File: config.mk
export PLATFORM = sky130hd
export DESIGN_NAME = dmem_responder
export DESIGN_NICKNAME = d
export VERILOG_FILES = /design/src/rtl/dmem_responder.sv
export SDC_FILE = /design/constraint.sdc
export NUM_CORES = 1
export LEC_CHECK = 0
export ABC_CLOCK_PERIOD_IN_PS = 7000
export BUFFER_PORTS_ARGS = -buffer_cell sky130_fd_sc_hd__buf_2
export CORE_MARGIN = 4
export CORE_UTILIZATION = 49
export CTS_BUF_LIST = sky130_fd_sc_hd__clkbuf_8 sky130_fd_sc_hd__clkbuf_16
export CTS_CLUSTER_SIZE = 16
export DETAILED_ROUTE_END_ITERATION = 10
export GPL_TIMING_DRIVEN = 1
export HOLD_SLACK_MARGIN = 0.1
export PLACE_DENSITY = 0.86
export SYNTH_ARGS = -nofsm -noshare
export SYNTH_HDL_FRONTEND = slang
export SYNTH_SLANG_ARGS = --single-unit
File: constraint.sdc
create_clock -name clk -period 7 [get_ports clk]
set_input_delay 1.75 -clock clk [delete_from_list [all_inputs] [get_ports clk]]
set_output_delay 1.75 -clock clk [all_outputs]
set_load 0.05 [all_outputs]
File: src/rtl/dmem_responder.sv
// -----------------------------------------------------------------------------
// dmem_responder
//
// Responder for the memory-stage data port. Each access accepted from the
// memory stage is latched and issued as one single-beat transaction on a
// valid/ready data bus. The pipeline is stalled until that transaction
// completes.
//
// Optional feature macro: DMEM_WRITE_POST_EN (posted writes).
//   When defined, a write leaves REQ straight for DONE on the handshake.
//   A 1-bit outstanding flag then blocks new accesses until the write's
//   response arrives.
//
// Ports
//   clk, rst        clock and reset (reset is asynchronous, active-high)
//   mem_en          access request from the memory stage, held while stalled
//   mem_wen[3:0]    byte write strobes; 0 means read
//   mem_addr[31:0]  byte address
//   mem_wdata[31:0] write data, already lane-replicated
//   mem_rdata[31:0] registered read data, held until the next read capture
//   mem_stall       combinational pipeline stall
//   bus_error       one-cycle pulse for an error response
//   bus_req_*       request channel: valid/ready, write, addr, wstrb, wdata
//   bus_resp_*      response channel: valid, data, err (always accepted)
//   dbg_state[1:0]  current FSM state (0 IDLE, 1 REQ, 2 WAIT, 3 DONE)
//
// Handshake: a request transfers on a rising edge where bus_req_valid and
// bus_req_ready are both high. Once valid rises, the request fields stay
// stable and valid stays high until that transfer. Ready may depend on valid.
// A response transfers on any edge where bus_resp_valid is high, because it
// is always accepted. A response is used only while one is expected and is
// dropped otherwise.
// -----------------------------------------------------------------------------
module dmem_responder (
   input  logic        clk,
   input  logic        rst,
   input  logic        mem_en,
   input  logic [3:0]  mem_wen,
   input  logic [31:0] mem_addr,
   input  logic [31:0] mem_wdata,
   output logic [31:0] mem_rdata,
   output logic        mem_stall,
   output logic        bus_error,
   output logic        bus_req_valid,
   input  logic        bus_req_ready,
   output logic        bus_req_write,
   output logic [31:0] bus_req_addr,
   output logic [3:0]  bus_req_wstrb,
   output logic [31:0] bus_req_wdata,
   input  logic        bus_resp_valid,
   input  logic [31:0] bus_resp_data,
   input  logic        bus_resp_err,
   output logic [1:0]  dbg_state
);

   localparam logic [1:0] ST_IDLE = 2'd0;
   localparam logic [1:0] ST_REQ  = 2'd1;
   localparam logic [1:0] ST_WAIT = 2'd2;
   localparam logic [1:0] ST_DONE = 2'd3;

   logic [1:0] state;
   logic [1:0] state_nxt;
   logic       wr_pending;
   logic       accept;
   logic       req_fire;
   logic       resp_in_wait;
   logic       err_nxt;
   logic       skip_wait;

   assign accept       = (state == ST_IDLE) & mem_en & ~wr_pending;
   assign req_fire     = (state == ST_REQ) & bus_req_ready;
   assign resp_in_wait = (state == ST_WAIT) & bus_resp_valid;

`ifdef DMEM_WRITE_POST_EN
   logic post_resp;

   // Any response seen while the flag is set belongs to the posted write.
   assign post_resp = wr_pending & bus_resp_valid;
   assign skip_wait = bus_req_write;
   assign err_nxt   = (resp_in_wait | post_resp) & bus_resp_err;

   // When a clear and a set happen together, the set wins. This gives the
   // behaviour of clearing first and then setting.
   always_ff @(posedge clk or posedge rst) begin
      if (rst)
         wr_pending <= 1'b0;
      else if (req_fire & bus_req_write)
         wr_pending <= 1'b1;
      else if (post_resp)
         wr_pending <= 1'b0;
   end
`else
   assign wr_pending = 1'b0;
   assign skip_wait  = 1'b0;
   assign err_nxt    = resp_in_wait & bus_resp_err;
`endif

   always_comb begin
      state_nxt = state;
      case (state)
         ST_IDLE: if (accept)         state_nxt = ST_REQ;
         ST_REQ:  if (bus_req_ready)  state_nxt = skip_wait ? ST_DONE : ST_WAIT;
         ST_WAIT: if (bus_resp_valid) state_nxt = ST_DONE;
         default:                     state_nxt = ST_IDLE;
      endcase
   end

   always_ff @(posedge clk or posedge rst) begin
      if (rst) begin
         state         <= ST_IDLE;
         mem_rdata     <= 32'd0;
         bus_error     <= 1'b0;
         bus_req_write <= 1'b0;
         bus_req_addr  <= 32'd0;
         bus_req_wstrb <= 4'd0;
         bus_req_wdata <= 32'd0;
      end else begin
         state     <= state_nxt;
         bus_error <= err_nxt;
         if (accept) begin
            bus_req_write <= |mem_wen;
            bus_req_addr  <= mem_addr;
            bus_req_wstrb <= mem_wen;
            bus_req_wdata <= mem_wdata;
         end
         // Reads capture even after a flush. An error response reads as 0.
         if (resp_in_wait & ~bus_req_write)
            mem_rdata <= bus_resp_err ? 32'd0 : bus_resp_data;
      end
   end

   // Valid comes straight from state, so an asynchronous reset drops it at once.
   assign bus_req_valid = (state == ST_REQ);
   // The pipeline advances at the end of DONE.
   assign mem_stall     = mem_en & (state != ST_DONE);
   assign dbg_state     = state;

endmodule

==> reports/metrics.cfg <==
[synth]
yosysUniqueCellTypes=17
synth.most_common_cell=dfrtp_1
synth_top_area_share_pct=63.6
yosys-top-cells-count=104 x dfrtp_1, 68 x mux2_2, 34 x nand2_1, 33 x o21ai_0, 32 x nand2b_1
synth-main-ff-cell=dfrtp_1
yosysWarnings=0
synth_nets=419
ys_seq_area_share_pct=63.6
avgSynthCellArea_sq_um=13.3
syn_inst=307
synth-seq-cells=104
syn_area_sq_mm=0.00409
async_reset_ff_share_pct=100
synth_top_cell_by_area=dfrtp_1
ys_top_cells_by_area=dfrtp_1 64%, mux2_2 19%, nand2b_1 4.9%, o21ai_0 4.0%, nand2_1 3.1%
synth_enable_flop_cells=0

[cells_and_area]
num-fill-cells=643
syn_to_final_growth_pct=32.6
fin_nets=628
postLayoutCoreUtil_pct=66.4
finalNonFillerCells=626
diodes=0
layout-drive-gt1-share_pct=57.6
multi_input_area_sq_mm=0.00140
register_area_sq_mm=0.00260

[floorplan]
die_h_microns=99.4
pin_count=212
rows=33
dieWidth_microns=99.4
die_area_sq_mm=0.00987
initial_core_util_pct=50.0
core_sq_mm=0.00818

[clock_network]
postCtsSetupBuffers=0
insertion_delay_ps=360
cts_max_level=3
ctsResizeCount=0
cts_root_buffer=clkbuf_8
hold_buffers=0
cts.sinks=104
cts_max_path_buffers=2
cts_buffers=9
clk_pin_slew_ps=100
cts_tree=yes

[sta]
hold_viol=0
finalCritPeriodShare_pct=57.0
rsz0062_at_grt=false
drv_slew=0
setup_violations=0
worstMarginPinSlew_ps=870
timing.setup.tns_ps=0
max_freq_mhz=251
period_needed_ps=3990
relSlewSlack_pct=42.0
final.setup_skew_ps=11.0

[placed_design]
dp_hpwl_microns=7510
port_buffers=211
gp_congestion=0.796
dp_cells=610

[route]
vias=3023
highest_layer=met4
met2_length_microns=5390
drt-wirelength-per-cell_microns=15.5
drc_errors=0
wl_met3_microns=588
viasPerCell=4.83
wl_met1_microns=3490
ant_nets=0
first_pass_iters=4
wl_microns=9730
drtIter0Drc=83

[worst_setup_path]
worst_setup_path_end_kind=primary output
path_max_fanout=2
endpoint=mem_stall
r2r-start=dbg_state[0]
crit_start=mem_en
cp.required_ps=5250
r2r_cells=5
crit_type=primary input to primary output
crit_path_start_kind=primary input
arrival_ps=2240
r2r_end=bus_req_wdata[4]
rrSetupSlack_ps=4870

[run]
maxCapViolCount=0

[global_routing]
grt_pass1_wl_microns=15400
antenna_found_initial=0
grt_pass1_vias=3169
grt_use_total_pct=19.9
grt_max_degree=71
overflow=0

[hold_path]
hold_path.class=register to register

[run_status]
run_status=finished clean

[worst min-delay path by stage]
stage,startpoint,end,depth (start not counted)
after floorplan,mem_rdata[29],mem_rdata[29],2
after global placement,mem_rdata[6],mem_rdata[6],2
after detailed placement,mem_rdata[15],mem_rdata[15],2
after CTS,mem_rdata[15],mem_rdata[15],2
after global routing,mem_rdata[15],mem_rdata[15],2
final,mem_rdata[26],mem_rdata[26],2
[layout by cell type, fill, tap and decap left out]
cell	Yosys	routed
dfrtp_1	104	104
inv_4	0	1
buf_4	0	3
mux2_2	68	68
nor4_1	1	1
nor2_1	1	1
nand2_1	34	33
mux2_1	1	1
nand3b_1	1	1
clkinv_2	0	1
inv_8	0	1
o21ai_0	33	33
buf_2	7	211
inv_1	6	5
clkinv_4	0	2
a222oi_1	1	1
o21bai_1	1	1
mux2i_1	1	1
inv_6	0	2
ha_1	6	6
clkbuf_8	0	10
nand2_2	0	1
and3_1	1	1
nand2b_1	32	32
[registers in the layout, indices dropped and copies added, names as in the netlist]
signal / flops
bus_req_write: 1
bus_req_addr: 32
dbg_state: 2
bus_req_wdata: 32
bus_error: 1
bus_req_wstrb: 4
mem_rdata: 32
[layout make-up]
type                       instances  share of cell area, %
clock buffer                      10                   2.54
timing repair buffer             214                   19.9
tap                              105                   2.42
inverter                           6                  0.461
multi-input combinational        181                   25.8
clock inverter                     6                  0.946
sequential                       104                   48.0
[kinds of logic (layout without fill, tap and decap cells)]
family          after synthesis  in the layout  share of synthesized area [%]
flops                       104            104                           63.6
mux                          70             70                           19.2
simple gates                 70             70                           8.60
compound gates               35             35                           4.47
buf+inv                      22            236                           2.23
fa+ha+maj                     6              6                           1.84
[through the flow]
| step | hold slack (ps) | setup slack [ps] | cell area [sq um] |
|---|---|---|---|
| after CTS | 491 | 3010 | 5430 |
| after detailed placement | 467 | 3010 | 5240 |
| final | 486 | 3010 | 5430 |
| after global routing | 511 | 2960 | 5430 |
| after global placement | 459 | 3010 | 5240 |
| after floorplan | 757 | 2520 | 4090 |
[worst max-delay path, cell delays in order]
cell and delay, ps:
buf_2 100, inv_1 50, nor2_1 80, buf_2 260
[routing by layer]
layer	vias to the layer above	track usage, %
li1	1447	-
met4	0	8.72
met3	21	4.14
met1	1452	22.5
met5	-	0
met2	103	36.1
Power is left out: the tool's default activity adds up to more than one toggle a clock period on the data nets, which glitch-free logic cannot reach.
